### src/rtl/mm_pkg.sv
// Shared types and default dimensions for the matrix-multiply accumulate controller.
package mm_pkg;

    typedef enum logic [2:0] {
        S_IDLE   = 3'd0,
        S_ISSUE  = 3'd1,
        S_WAIT   = 3'd2,
        S_WRITE  = 3'd3,
        S_FINISH = 3'd4
    } mm_state_e;

    localparam int DEF_N_INNER     = 8;
    localparam int DEF_C_ROWS      = 8;
    localparam int DEF_C_COLS      = 8;
    localparam int DEF_C_MEM_DEPTH = 64;
    localparam int DEF_WIDTH       = 32;

    // Counter width for 0..n-1, never narrower than one bit.
    function automatic int idx_width(input int n);
        return (n > 1) ? $clog2(n) : 1;
    endfunction

endpackage

### src/rtl/mult_acc_controller_if.sv
// Operand, multiplier and result-memory signals between the controller and its datapath.
interface mult_acc_controller_if
    import mm_pkg::*;
#(
    parameter int W  = DEF_WIDTH,
    parameter int AW = $clog2(DEF_C_MEM_DEPTH)
);
    // Operand handshake: a pair transfers on a rising edge where op_valid and
    // op_ready are both high; the source holds op_a/op_b stable while waiting.
    logic          op_valid;
    logic [W-1:0]  op_a;
    logic [W-1:0]  op_b;
    logic          op_ready;

    logic [W-1:0]  mult_a;
    logic [W-1:0]  mult_b;
    logic          mult_start;
    logic [W-1:0]  mult_out;
    logic          mult_done;

    logic          wr_en;
    logic [AW-1:0] wr_address;
    logic [W-1:0]  wr_data;

    modport master (
        input  op_valid, op_a, op_b,
        output op_ready,
        output mult_a, mult_b, mult_start,
        input  mult_out, mult_done,
        output wr_en, wr_address, wr_data
    );

    modport slave (
        output op_valid, op_a, op_b,
        input  op_ready,
        input  mult_a, mult_b, mult_start,
        output mult_out, mult_done,
        input  wr_en, wr_address, wr_data
    );

endinterface

### src/rtl/mm_index_counter.sv
// Row-major row/column walker over the result matrix with last-element flag and flat address.
module mm_index_counter
    import mm_pkg::*;
#(
    parameter int ROWS = DEF_C_ROWS,
    parameter int COLS = DEF_C_COLS,
    parameter int AW   = $clog2(DEF_C_MEM_DEPTH)
) (
    input  logic          clk,
    input  logic          rst,
    input  logic          clr_i,
    input  logic          adv_i,
    output logic          last_o,
    output logic [AW-1:0] addr_o
);
    localparam int RW = idx_width(ROWS);
    localparam int CW = idx_width(COLS);

    logic [RW-1:0] row_q, row_d;
    logic [CW-1:0] col_q, col_d;
    logic          row_end;
    logic          col_end;

    assign row_end = (row_q == RW'(ROWS - 1));
    assign col_end = (col_q == CW'(COLS - 1));

    always_comb begin
        row_d = row_q;
        col_d = col_q;
        if (clr_i) begin
            row_d = '0;
            col_d = '0;
        end else if (adv_i) begin
            if (col_end) begin
                col_d = '0;
                row_d = row_end ? '0 : row_q + 1'b1;
            end else begin
                col_d = col_q + 1'b1;
            end
        end
    end

    always_ff @(posedge clk or posedge rst) begin
        if (rst) begin
            row_q <= '0;
            col_q <= '0;
        end else begin
            row_q <= row_d;
            col_q <= col_d;
        end
    end

    assign last_o = row_end && col_end;
    // Address arithmetic is done at port width, so oversized products truncate.
    assign addr_o = AW'(row_q) * AW'(COLS) + AW'(col_q);

endmodule

### src/rtl/mult_acc_controller.sv
// Sequences operand pairs through an external multiplier, accumulates each dot product and writes C.
module mult_acc_controller
    import mm_pkg::*;
#(
    parameter int N_INNER          = DEF_N_INNER,
    parameter int C_ROWS           = DEF_C_ROWS,
    parameter int C_COLS           = DEF_C_COLS,
    parameter int C_MEM_DEPTH      = DEF_C_MEM_DEPTH,
    parameter int MATRIX_MEM_WIDTH = DEF_WIDTH
) (
    input  logic      clk,
    input  logic      rst,
    input  logic      start,
    output logic      busy,
    output logic      done,
    output mm_state_e state_dbg,
    mult_acc_controller_if.master bus
);
    localparam int AW = $clog2(C_MEM_DEPTH);
    localparam int KW = idx_width(N_INNER);
    localparam int W  = MATRIX_MEM_WIDTH;

    mm_state_e     state_q, state_d;
    logic [W-1:0]  acc_q;
    logic [KW-1:0] k_q;
    logic [W-1:0]  mult_a_q, mult_b_q;
    logic          mult_start_q;

    logic          take_op;
    logic          take_prod;
    logic          k_last;
    logic          idx_last;
    logic [AW-1:0] idx_addr;

    assign take_op   = (state_q == S_ISSUE) && bus.op_valid;
    assign take_prod = (state_q == S_WAIT) && bus.mult_done;
    assign k_last    = (k_q == KW'(N_INNER - 1));

    mm_index_counter #(
        .ROWS (C_ROWS),
        .COLS (C_COLS),
        .AW   (AW)
    ) u_index (
        .clk    (clk),
        .rst    (rst),
        .clr_i  (state_q == S_FINISH),
        .adv_i  (state_q == S_WRITE),
        .last_o (idx_last),
        .addr_o (idx_addr)
    );

    always_ff @(posedge clk or posedge rst) begin
        if (rst) state_q <= S_IDLE;
        else     state_q <= state_d;
    end

    always_comb begin
        state_d = state_q;
        case (state_q)
            S_IDLE:   if (start) state_d = S_ISSUE;
            S_ISSUE:  if (bus.op_valid) state_d = S_WAIT;
            S_WAIT:   if (bus.mult_done) state_d = k_last ? S_WRITE : S_ISSUE;
            S_WRITE:  state_d = idx_last ? S_FINISH : S_ISSUE;
            S_FINISH: state_d = S_IDLE;
            default:  state_d = S_IDLE;
        endcase
    end

    always_comb begin
        busy           = (state_q != S_IDLE);
        done           = (state_q == S_FINISH);
        bus.op_ready   = (state_q == S_ISSUE);
        bus.wr_en      = 1'b0;
        bus.wr_data    = '0;
        bus.wr_address = '0;
        if (state_q == S_WRITE) begin
            bus.wr_en      = 1'b1;
            bus.wr_data    = acc_q;
            bus.wr_address = idx_addr;
        end
    end

    // Accumulator wraps modulo 2^W; the carry out is intentionally dropped.
    always_ff @(posedge clk or posedge rst) begin
        if (rst) begin
            acc_q        <= '0;
            k_q          <= '0;
            mult_a_q     <= '0;
            mult_b_q     <= '0;
            mult_start_q <= 1'b0;
        end else begin
            mult_start_q <= take_op;
            if (take_op) begin
                mult_a_q <= bus.op_a;
                mult_b_q <= bus.op_b;
            end
            if (take_prod) begin
                acc_q <= acc_q + bus.mult_out;
                k_q   <= k_q + 1'b1;
            end else if (state_q == S_WRITE) begin
                acc_q <= '0;
                k_q   <= '0;
            end
        end
    end

    assign bus.mult_a     = mult_a_q;
    assign bus.mult_b     = mult_b_q;
    assign bus.mult_start = mult_start_q;
    assign state_dbg      = state_q;

endmodule

### src/flat_wrapper.sv
// flat-port wrapper written by rule: the top's interface ports become plain ports
module mult_acc_controller_flat import mm_pkg::*;
#(
    parameter int N_INNER          = DEF_N_INNER,
    parameter int C_ROWS           = DEF_C_ROWS,
    parameter int C_COLS           = DEF_C_COLS,
    parameter int C_MEM_DEPTH      = DEF_C_MEM_DEPTH,
    parameter int MATRIX_MEM_WIDTH = DEF_WIDTH
)
  (clk, rst, start, busy, done, state_dbg, bus_op_valid, bus_op_a, bus_op_b, bus_op_ready, bus_mult_a, bus_mult_b, bus_mult_start, bus_mult_out, bus_mult_done, bus_wr_en, bus_wr_address, bus_wr_data);
  mult_acc_controller_if #(.W((32)), .AW((6))) bus_i ();
  input  logic clk;
  input  logic rst;
  input  logic start;
  output logic busy;
  output logic done;
  output mm_state_e state_dbg;
  input wire logic [$bits(bus_i.op_valid)-1:0] bus_op_valid;
  input wire logic [$bits(bus_i.op_a)-1:0] bus_op_a;
  input wire logic [$bits(bus_i.op_b)-1:0] bus_op_b;
  output wire logic [$bits(bus_i.op_ready)-1:0] bus_op_ready;
  output wire logic [$bits(bus_i.mult_a)-1:0] bus_mult_a;
  output wire logic [$bits(bus_i.mult_b)-1:0] bus_mult_b;
  output wire logic [$bits(bus_i.mult_start)-1:0] bus_mult_start;
  input wire logic [$bits(bus_i.mult_out)-1:0] bus_mult_out;
  input wire logic [$bits(bus_i.mult_done)-1:0] bus_mult_done;
  output wire logic [$bits(bus_i.wr_en)-1:0] bus_wr_en;
  output wire logic [$bits(bus_i.wr_address)-1:0] bus_wr_address;
  output wire logic [$bits(bus_i.wr_data)-1:0] bus_wr_data;
  assign bus_i.op_valid = bus_op_valid;
  assign bus_i.op_a = bus_op_a;
  assign bus_i.op_b = bus_op_b;
  assign bus_op_ready = bus_i.op_ready;
  assign bus_mult_a = bus_i.mult_a;
  assign bus_mult_b = bus_i.mult_b;
  assign bus_mult_start = bus_i.mult_start;
  assign bus_i.mult_out = bus_mult_out;
  assign bus_i.mult_done = bus_mult_done;
  assign bus_wr_en = bus_i.wr_en;
  assign bus_wr_address = bus_i.wr_address;
  assign bus_wr_data = bus_i.wr_data;
  mult_acc_controller #(.N_INNER(N_INNER), .C_ROWS(C_ROWS), .C_COLS(C_COLS), .C_MEM_DEPTH(C_MEM_DEPTH), .MATRIX_MEM_WIDTH(MATRIX_MEM_WIDTH)) u_core (.clk(clk), .rst(rst), .start(start), .busy(busy), .done(done), .state_dbg(state_dbg), .bus(bus_i));
endmodule
### config.mk
export PLATFORM = sky130hd
export DESIGN_NAME = mult_acc_controller_flat
export DESIGN_NICKNAME = d
export VERILOG_FILES = /design/src/rtl/mm_pkg.sv /design/src/rtl/mult_acc_controller_if.sv /design/src/rtl/mm_index_counter.sv /design/src/rtl/mult_acc_controller.sv /design/src/flat_wrapper.sv
export SDC_FILE = /design/constraint.sdc
export NUM_CORES = 1
export LEC_CHECK = 0
export CELL_PAD_IN_SITES_DETAIL_PLACEMENT = 0
export CELL_PAD_IN_SITES_GLOBAL_PLACEMENT = 1
export CORE_MARGIN = 2
export CORE_UTILIZATION = 34
export DETAILED_ROUTE_END_ITERATION = 6
export PLACE_DENSITY_LB_ADDON = 0.05
export SYNTH_ARGS = -nofsm -noshare
export SYNTH_HDL_FRONTEND = slang
export SYNTH_SLANG_ARGS = --single-unit
### constraint.sdc
create_clock -name clk -period 4.1 [get_ports clk]
set_input_delay 0.82 -clock clk [delete_from_list [all_inputs] [get_ports clk]]
set_output_delay 0.82 -clock clk [all_outputs]
set_load 0.005 [all_outputs]
### Word-level counts from Yosys, hierarchy flattened

Index checks and enable logic that the tools add are counted.

* word-level logic and storage cells: 53
* register bits: 109
* input bits: 101

* mux-type cells: 20
* add/sub/neg operators: 5
* reductions and logical operators: 10
* equal/unequal tests: 10

Operator list (number)
* 2-to-1 mux 32 bit: 3
* 2-to-1 mux 3 bit: 13
* adder 32 bit: 1
* == test 3 bit, second input constant: 4
* case mux 3 bit (4 select lines): 1
* adder 3 x 1 -> 3 bit, second input constant: 3
* adder 6 x 3 -> 6 bit: 1
* == test 3 x 2 -> 1 bit, second input constant: 2
* 2-to-1 mux 6 bit: 1
* != test 2 bit, second input constant: 3
* nonzero test 2 bit: 3
* == test 3 x 1 -> 1 bit, second input constant: 1
* logical AND 1 bit: 3
* zero test 3 bit: 1
* AND reduction 3 bit: 1
* nonzero test 3 bit: 1
* 2-to-1 mux 2 bit: 1
* AND reduction 2 bit: 1
* 2-to-1 mux 1 bit: 1

### Logic depth before layout (Yosys ltp)

Gate-level depths: netlist of run 1.

* word-level depth: 5
* gate-level depth with buffers: 12
* mapped depth without buffers: 12

### By module

Synthesis of run 1 repeated with hierarchy kept, for this count alone.

* cell total of the unflattened synthesis: 586
* area, all modules: 6127.1 um^2

By module, submodules not included
* mult_acc_controller: instances 1, area an instance 5788.1 um^2, cells each 557
* mm_index_counter: instances 1, area an instance 339.1 um^2, cells each 29

### Worst setup path after synthesis of run 1

No wires, ideal clock.

* path type: input port to flip-flop
* start point: in bus_mult_out[0]
* end point: reg u_core.acc_q[30]
* stages on the path: 12
* buffers on the path: 0
* arrival time: 2954 ps
* path slack: 1015 ps
* path through: ha_1 > inv_1 > fa_1 > nor2b_1 > o31a_1 > o31a_2 > a31oi_4 > o31ai_2 > a31oi_1 > o211ai_1 > xnor2_1 > o21ai_1

* word-level cells in the longest chain between the ends: 2

Ends and longest elaborated chain
* start, declared: line flat_wrapper.sv:25 `input wire logic [$bits(bus_i.mult_out)-1:0] bus_mult_out;`
* adder 32 bit: line mult_acc_controller.sv:98 `acc_q <= acc_q + bus.mult_out;`
* 2-to-1 mux 32 bit: line mult_acc_controller.sv:97 `if (take_prod) begin`
* end signal, assigned: line mult_acc_controller.sv:98
* end, declared: line mult_acc_controller.sv:24 `logic [W-1:0] acc_q;`

Every way passes these cells.
A chain may end at the register's enable or synchronous reset.

### Worst setup path after layout of run 1

Ends and elaborated chain as after synthesis.

==> impl_metrics.csv, run 1 <==
group,metric,value,unit
setup_path,arrival,3.71,ns
hold_path,min_path_type,"register to register",
setup_path,path_cells,"clkdlybuf4s50_1 -> ha_1 -> inv_1 -> fa_1 -> nor2b_1 -> o31a_1 -> o31a_2 -> a31oi_4 -> o31ai_2 -> buf_4 -> a31oi_1 -> o211ai_1 -> xnor2_1 -> o21ai_1",
layout,final_util,50.1,%
clock_network,cts_buffers,9,
timing,grt_setup_unrepaired,"no",
detailed_routing,routedWlPerCell,17.3,µm
detailed_routing,viasPerCell,5.05,
yosys,synth_area_leader_cell,"dfrtp_1",
timing,final.setup_skew,0.00948,ns
yosys,yosysTopAreaCellShare,45.4,%
floorplan,core_area,0.0173,mm²
detailed_routing,dr.first_iter.drc_count,210,
hold_path,min-delay-start,"u_core.acc_q[31]$_DFFE_PP0P_",
clock_network,clk_path_buf_depth,2,
yosys,yosysWarnings,0,
timing,tns,0,ns
floorplan,die_area,0.0187,mm²
global_route,grt_overflow_total,0,
clock_network,clkLatencyLatePin,0.35,ns
layout,multi_input_area,0.00311,mm²
setup_path,start_kind,"primary input",
clock_network,clkTransAtPathRegs,0.08,ns
layout,final-seq-area,0.00273,mm²
timing,worst_pin_slew,0.912,ns
yosys,synth_edf_count,0,
yosys,synth_cell_types,48,
place,gp_congestion,0.825,
detailed_routing,drcViolationCount,0,
detailed_routing,num_vias,5080,
floorplan,io_pins,211,
setup_path,crit_slowest_cell,"clkdlybuf4s50_1",
pwr,p_leak,0.00382,µW
global_route,grt_max_degree,66,
layout,drive_above_1_share,12.8,%
yosys,yosys_most_used_dff,"dfrtp_1",
setup_path,end_kind,"register",
timing,slew_headroom,39.1,%
outcome,status,"finished, final reports clean",
floorplan,dieWidth,137,µm
global_route,grt_pass1_vias,5014,
setup_path,crit_type,"primary input to register",
timing,holdWs,0.484,ns
global_route,grt_first_pass_wirelength,26900,µm
clock_network,htreeDepth,3,
setup_path,r2r-start,"u_core.acc_q[0]$_DFFE_PP0P_",
detailed_routing,drtPass1Iterations,5,
clock_network,cts_hold_buf,0,
setup_path,critical_path.top_delay_family,"compound AO/OA/AOI/OAI gates",
setup_path,cp.required,4.33,ns
timing,drv_slew,0,
clock_network,clock-sinks,109,
timing,hold_viol,0,
setup_path,crit_start,"bus_mult_out[0]",
pwr,peakVddDrop,0.300,mV
setup_path,max_stage_delay,0.48,ns
run,max_cap_violations,0,
timing,final.min_clock_period,3.48,ns
floorplan,rows,48,
yosys,synth_fp_nets,716,
clock_network,cts_setup_buffers,0,
layout,antenna-diode-count,0,
layout,fill_cells,1551,
place,port_buffers,210,
layout,fin_nets,914,
detailed_routing,wirelength,17400,µm
yosys,avgSynthCellArea,10.4,µm²
place,numPlacedInstances,989,
clock_network,cts_resized,0,
layout,fin_cells,1005,
yosys,yosysSeqAreaShare,45.4,%
clock_network,tritoncts,"built",
global_route,grt_usage,18.3,%
timing,fin_crit_sh,84.8,%
yosys,ys_top_cells_by_area,"dfrtp_1 (45%), mux2_2 (12%), ha_1 (7.7%), and3_1 (4.3%), nand2_1 (3.3%)",
detailed_routing,postRouteAntennaNets,0,
setup_path,critPathMaxFanout,4,
floorplan,start_util,34.7,%
layout,area_delta_synth_final,44.3,%
yosys,async_flop_share,100,%
yosys,syn_area,0.00601,mm²
clock_network,root_buffer,"clkbuf_16",
yosys,ys_ff_latch,109,
setup_path,worst-path-buf-inv,3,
yosys,syn_inst,577,
global_route,antenna_found_initial,0,
place,detailed_place_hpwl,12800,µm
pwr,powerDensity,679,mW/mm²
floorplan,fp.dieH,137,µm
timing,setup_viol,0,
timing,fmax,288,MHz
==> final cells by class <==
class	instances	share of cell area [%]
Clock inverter	7	1.15
Sequential cell	109	31.5
Clock buffer	9	2.60
Timing Repair Buffer	219	25.0
Inverter	13	0.592
Multi-Input combinational cell	423	35.9
Tap cell	225	3.25
==> report_power, final <==
group          internal (µW)  switching [µW]
Combinational           1680            1370
Clock                    497             461
Sequential              1560             317
==> synth_stat cells, types with 3 or more instances <==
cell type,n
nor3b_1,4
o21a_1,4
a21oi_1,33
and3_1,41
inv_1,12
xnor2_1,17
nor2_1,24
ha_1,37
mux2_2,64
o21ai_0,38
xor2_1,11
dfrtp_1,109
a31oi_1,6
buf_2,6
o21ai_1,11
clkbuf_1,26
o211ai_1,4
a211oi_1,3
nand3_1,10
a21o_1,11
a211o_1,3
a22o_1,8
nand2_1,53
o31ai_1,4
nor3_1,4
nand4_1,4
nor2b_1,4
o21bai_1,6
==> sequential cells by signal (all words and copies together) (netlist names) <==
signal	cells
u_core.acc_q	32
u_core.bus.mult_start	1
u_core.state_dbg	3
u_core.k_q	3
u_core.bus.mult_b	32
u_core.bus.mult_a	32
u_core.u_index.col_q	3
u_core.u_index.row_q	3
==> cells by family (layout without fill, tap and decap cells) <==
| kind of cell | Yosys count | count (layout) | synth area share, % |
|---|---|---|---|
| mux | 65 | 65 | 12.2 |
| flops | 109 | 109 | 45.4 |
| simple gates | 150 | 150 | 12.3 |
| compound gates | 142 | 142 | 15.1 |
| fa+ha+maj | 38 | 38 | 8.04 |
| xor+xnor | 28 | 28 | 4.08 |
| buf+inv | 45 | 248 | 2.94 |
==> stage by stage <==
stage          instance area (µm²)  power (µW)  worst slack [ns]
4_1_cts                       8670        5950             0.608
3_3_place_gp                  8340        4930             0.315
6_report                      8670        5880             0.622
5_1_grt                       8670        6340             0.408
3_5_place_dp                  8340        4970             0.241
2_1_floorplan                 6010        3580             0.406
==> path summary, 6_finish.rpt <==
| check | cells past startpoint | to | slack, ns |
|---|---|---|---|
| setup / recovery | 14 | u_core.acc_q[30]$_DFFE_PP0P_ | 0.62 |
| hold / removal | 1 | u_core.acc_q[31]$_DFFE_PP0P_ | 0.48 |
| setup reg to reg | 13 | u_core.acc_q[28]$_DFFE_PP0P_ | 1.16 |
| hold reg to reg | 1 | u_core.acc_q[31]$_DFFE_PP0P_ | 0.48 |
| max in group asynchronous | 3 | u_core.bus.mult_a[24]$_DFFE_PP0P_ | 2.27 |
| min in group asynchronous | 2 | u_core.bus.mult_a[20]$_DFFE_PP0P_ | 0.94 |
==> layout by cell type, fill, tap and decap left out, types with 2 or more instances in the layout <==
cell type	count
o21a_1	4
nor2_1	23
clkdlybuf4s50_1	210
buf_4	9
nand4_1	4
a22o_1	8
o211ai_1	4
clkinv_8	2
a21o_1	11
o21ai_1	11
ha_1	37
a31oi_1	6
nor2b_1	3
nand2_1	53
inv_6	3
o21ai_0	38
nor3b_1	4
o21bai_1	6
clkbuf_16	9
a211oi_1	3
xor2_1	11
inv_1	11
dfrtp_1	109
nor3_1	4
o31ai_1	4
mux2_2	64
nand3_1	10
and3_1	41
a211o_1	3
a21oi_1	33
xnor2_1	17
==> layer usage <==
metal	GRT usage (%)	wire length, µm
met1	24.3	7660
met3	2.81	1200
met2	30.6	8190
met4	6.13	303
met5	0	0
No activity file was read; power rests on OpenSTA's default activity.
==> run 2: changes to the inputs <==
Clock period 4.1 ns to 3.65 ns, I/O delays scaled along.
==> impl_metrics.csv, run 2 (synthesis gave the netlist of run 1 again) <==
group,metric,value,unit
outcome,status,"finished, final reports clean",
timing,grt_setup_unrepaired,"no",
setup_path,start_kind,"primary input",
floorplan,fp.dieH,137,µm
global_route,antenna_found_initial,0,
clock_network,htreeDepth,3,
pwr,peakVddDrop,0.320,mV
setup_path,end_kind,"register",
timing,fin_crit_sh,91.0,%
global_route,grt_first_pass_wirelength,27000,µm
pwr,combPwrFrac,53.0,%
place,port_buffers,210,
setup_path,cp.required,3.88,ns
detailed_routing,num_vias,5082,
setup_path,arrival,3.56,ns
layout,drive_above_1_share,13.8,%
global_route,grt_pass1_vias,5134,
clock_network,root_buffer,"clkbuf_16",
hold_path,hold-path-endpoint,"u_core.acc_q[31]$_DFFE_PP0P_",
floorplan,core_area,0.0173,mm²
clock_network,clk_path_buf_depth,2,
place,detailed_place_hpwl,13100,µm
detailed_routing,drtPass1Iterations,4,
setup_path,r2r-start,"u_core.acc_q[0]$_DFFE_PP0P_",
timing,fmax,301,MHz
clock_network,tritoncts,"built",
clock_network,clkTransAtPathRegs,0.08,ns
setup_path,crit_type,"primary input to register",
setup_path,critPathMaxFanout,3,
setup_path,max_stage_delay,0.47,ns
floorplan,die_area,0.0187,mm²
clock_network,clock-sinks,109,
timing,hold_viol,0,
pwr,powerDensity,757,mW/mm²
setup_path,path_cells,"clkdlybuf4s50_1 -> ha_1 -> inv_1 -> fa_1 -> nor2b_1 -> o31a_1 -> o31a_2 -> a31oi_4 -> o31ai_2 -> a31oi_1 -> o211ai_1 -> xnor2_1 -> o21ai_1",
timing,final.setup_skew,0.0107,ns
floorplan,rows,48,
timing,setup_viol,0,
clock_network,cts_setup_buffers,0,
clock_network,clkLatencyLatePin,0.35,ns
floorplan,dieWidth,137,µm
setup_path,r2r_slack,0.81,ns
setup_path,r2r_end,"u_core.acc_q[30]$_DFFE_PP0P_",
hold_path,hold_depth,1,
pwr,p_leak,0.00386,µW
timing,worst_pin_slew,0.707,ns
run,max_cap_violations,0,
layout,final_util,50.6,%
layout,final_cell_mix,"clkdlybuf4s50_1 (210), dfrtp_1 (109), mux2_2 (64), nand2_1 (53), and3_1 (41)",
pwr,p_seq_share,31.3,%
clock_network,cts_buffers,9,
global_route,grt_usage,18.3,%
timing,final.min_clock_period,3.32,ns
hold_path,min-delay-start,"u_core.acc_q[31]$_DFFE_PP0P_",
detailed_routing,drcViolationCount,0,
pwr,p_total,6630,µW
layout,final_common_cell,"clkdlybuf4s50_1",
setup_path,reg2reg_depth,12,
detailed_routing,viasPerCell,5.01,
detailed_routing,postRouteAntennaNets,0,
floorplan,start_util,34.7,%
global_route,grt_max_degree,52,
layout,area_delta_synth_final,45.7,%
timing,drv_slew,0,
floorplan,io_pins,211,
pwr,p_clk_share,15.6,%
detailed_routing,routedWlPerCell,17.1,µm
layout,fin_nets,923,
timing,slew_headroom,52.9,%
pwr,p_sw,2380,µW
hold_path,min_path_type,"register to register",
clock_network,cts_resized,0,
pwr,switching_share,35.9,%
global_route,grt_overflow_total,0,
pwr,p_int,4250,µW
setup_path,crit_slowest_cell,"clkdlybuf4s50_1",
layout,final_area,0.00875,mm²
place,placed_area,0.00843,mm²
clock_network,cts_hold_buf,0,
detailed_routing,wirelength,17300,µm
place,gp_congestion,0.855,
detailed_routing,dr.first_iter.drc_count,219,
[run 2: cell types whose count changed in the layout (fill, tap and decap cells not counted), sizes merged]
| cell | delta |
|---|---|
| clkinvlp | +1 |
| inv | -1 |
| buf | +9 |
| diode | +1 |
[run 2: worst max-delay path, delay by kind of cell]
family                     cells  cell delay (ns)
and+or+nand+nor                1             0.16
AOI/OAI and AO/OA              7             1.43
buffers and inverters          2             0.52
xor gates and xnor gates       1             0.15
adders and majority gates      2             0.56
[run 2: layer usage]
layer / wire length, µm / up-vias / global-route usage [%]
met5: 0 / - / 0
met4: 247 / 0 / 5.04
met3: 1130 / 17 / 3.85
met2: 8290 / 165 / 31.8
met1: 7680 / 2396 / 23.0
li1: - / 2504 / -
[run 2: layout make-up]
class / instances / area [µm²]
Timing Repair Buffer: 228 / 2260
Inverter: 13 / 51.3
Multi-Input combinational cell: 423 / 3110
Tap cell: 225 / 282
Fill cell: 1553 / 8550
Clock buffer: 9 / 225
Clock inverter: 7 / 91.3
Antenna cell: 1 / 2.50
Sequential cell: 109 / 2730
[run 2: power groups by stage]
stage / registers [µW] / logic (µW) / clock network, µW
2_1_floorplan: 2080 / 1940 / 0
3_3_place_gp: 2080 / 3510 / 0
3_5_place_dp: 2110 / 3540 / 0
4_1_cts: 2080 / 3550 / 1070
5_1_grt: 2150 / 3870 / 1130
6_report: 2080 / 3510 / 1040
[run 2: how the worst max path moves through the flow]
| stage | cells past startpoint | endpoint | startpoint |
|---|---|---|---|
| after floorplan | 1 | u_core.acc_q[0]$_DFFE_PP0P_ | rst |
| after global routing | 13 | u_core.acc_q[30]$_DFFE_PP0P_ | bus_mult_out[0] |
| after CTS | 13 | u_core.acc_q[30]$_DFFE_PP0P_ | bus_mult_out[0] |
| after global placement | 13 | u_core.acc_q[30]$_DFFE_PP0P_ | bus_mult_out[0] |
| final | 13 | u_core.acc_q[30]$_DFFE_PP0P_ | bus_mult_out[0] |
| after detailed placement | 13 | u_core.acc_q[30]$_DFFE_PP0P_ | bus_mult_out[0] |
[run 2: through the flow]
step           std cells  hold slack [ns]  setup TNS, ns  setup WS [ns]
4_1_cts             1014            0.489              0          0.329
3_5_place_dp         998            0.481        -0.0344        -0.0344
5_1_grt             1014            0.520              0          0.138
3_3_place_gp         998            0.465        -0.0251        -0.0251
6_report            1015            0.490              0          0.327
2_1_floorplan        577            0.445              0         0.0461
==> run 3: changes to the inputs <==
Settings changed: CORE_UTILIZATION 34 to 25.
==> impl_metrics.csv, run 3 (synthesis gave the netlist of run 1 again) <==
group,metric,value,unit
detailed_routing,num_vias,5122,
setup_path,critPathMaxFanout,2,
timing,slew_headroom,31.8,%
global_route,grt_usage,15.1,%
hold_path,hold-path-endpoint,"u_core.acc_q[31]$_DFFE_PP0P_",
floorplan,core_area,0.0235,mm²
detailed_routing,postRouteAntennaNets,0,
detailed_routing,wirelength,18900,µm
timing,final.min_clock_period,3.24,ns
setup_path,crit_type,"primary input to register",
timing,fin_crit_sh,88.7,%
timing,drv_slew,0,
detailed_routing,dr.first_iter.drc_count,250,
run,max_cap_violations,0,
hold_path,min-delay-start,"u_core.acc_q[31]$_DFFE_PP0P_",
setup_path,r2r-start,"u_core.acc_q[0]$_DFFE_PP0P_",
place,detailed_place_hpwl,14100,µm
floorplan,dieWidth,159,µm
clock_network,cts_buffers,9,
pwr,powerDensity,751,mW/mm²
timing,final.setup_skew,0.0186,ns
layout,drive_above_1_share,14.5,%
floorplan,rows,56,
setup_path,cp.required,3.88,ns
pwr,p_leak,0.00389,µW
detailed_routing,drcViolationCount,0,
global_route,grt_overflow_total,0,
floorplan,start_util,25.5,%
pwr,peakVddDrop,0.219,mV
timing,worst_pin_slew,1.02,ns
clock_network,clk_path_buf_depth,2,
global_route,grt_first_pass_wirelength,30700,µm
hold_path,min_path_type,"register to register",
floorplan,io_pins,211,
setup_path,end_kind,"register",
global_route,grt_max_degree,66,
clock_network,clock-sinks,109,
timing,grt_setup_unrepaired,"no",
setup_path,r2r_end,"u_core.acc_q[18]$_DFFE_PP0P_",
global_route,antenna_found_initial,0,
clock_network,cts_hold_buf,0,
layout,final_cell_mix,"clkdlybuf4s50_1 (210), dfrtp_1 (109), mux2_2 (64), nand2_1 (53), and3_1 (41)",
clock_network,clkTransAtPathRegs,0.08,ns
place,gp_congestion,0.812,
detailed_routing,viasPerCell,4.59,
timing,tns,0,ns
clock_network,cts_setup_buffers,0,
setup_path,reg2reg_depth,13,
layout,area_delta_synth_final,48.2,%
global_route,grt_pass1_vias,5391,
setup_path,start_kind,"primary input",
layout,final_common_cell,"clkdlybuf4s50_1",
clock_network,tritoncts,"built",
timing,setup_viol,0,
timing,fmax,309,MHz
floorplan,fp.dieH,159,µm
clock_network,htreeDepth,3,
hold_path,hold_depth,1,
floorplan,die_area,0.0253,mm²
setup_path,arrival,3.47,ns
clock_network,root_buffer,"clkbuf_16",
clock_network,clkLatencyLatePin,0.37,ns
layout,fin_nets,929,
outcome,status,"finished, final reports clean",
place,numPlacedInstances,1098,
place,port_buffers,210,
layout,fin_cells,1115,
detailed_routing,drtPass1Iterations,4,
clock_network,cts_resized,0,
setup_path,r2r_slack,0.81,ns
timing,hold_viol,0,
detailed_routing,routedWlPerCell,16.9,µm
[run 3: report_power, final]
part	switching, µW	leakage [µW]	internal (µW)
registers	366	0.00135	1750
clock network	543	0.000149	489
logic	1570	0.00239	1970
total	2480	0.00389	4210
[run 3: critical path, cell delays in order]
cell	delay (ns)
clkdlybuf4s50_1	0.41
ha_1	0.21
inv_1	0.07
fa_1	0.19
nor2b_1	0.07
o31a_1	0.25
o31a_2	0.37
a31oi_4	0.23
buf_4	0.15
o21ai_2	0.06
a221o_1	0.34
a21oi_2	0.15
xor2_1	0.17
o21ai_1	0.07
[run 3: routing by layer]
metal	track usage, %	vias to the layer above	share of wire, %
met4	3.47	0	0.82
met1	20.8	2468	49
li1	-	2509	-
met3	2.71	11	3.9
met5	0	-	0
met2	24.8	134	46
[run 3: worst max-delay path by stage]
stage	startpoint	endpoint	depth (start not counted)
after global placement	bus_mult_out[0]	u_core.acc_q[18]$_DFFE_PP0P_	14
after floorplan	rst	u_core.acc_q[0]$_DFFE_PP0P_	1
after CTS	bus_mult_out[0]	u_core.acc_q[18]$_DFFE_PP0P_	14
after global routing	bus_mult_out[0]	u_core.acc_q[18]$_DFFE_PP0P_	14
after detailed placement	bus_mult_out[0]	u_core.acc_q[18]$_DFFE_PP0P_	14
final	bus_mult_out[0]	u_core.acc_q[18]$_DFFE_PP0P_	14
[run 3: per-stage QoR]
step	setup WS [ns]	utilization, %	hold WS, ns	power, µW	cell area, µm²
global placement	0.0558	36.5	0.467	5710	8590
floorplan	0.0461	-	0.445	4020	6010
global route	0.303	37.8	0.520	7240	8900
detailed placement	0.0295	36.5	0.464	5740	8590
CTS	0.414	37.8	0.481	6810	8900
finish	0.411	37.8	0.480	6690	8900
[run 3: layout make-up]
type | instances | area, µm²
well taps | 319 | 399
fillers | 2397 | 14600
repair buffers | 234 | 2310
multi-input cells | 423 | 3110
diodes | 1 | 2.50
clock inverters | 7 | 77.6
flip-flops and latches | 109 | 2730
clock buffers | 9 | 225
inverters | 13 | 51.3
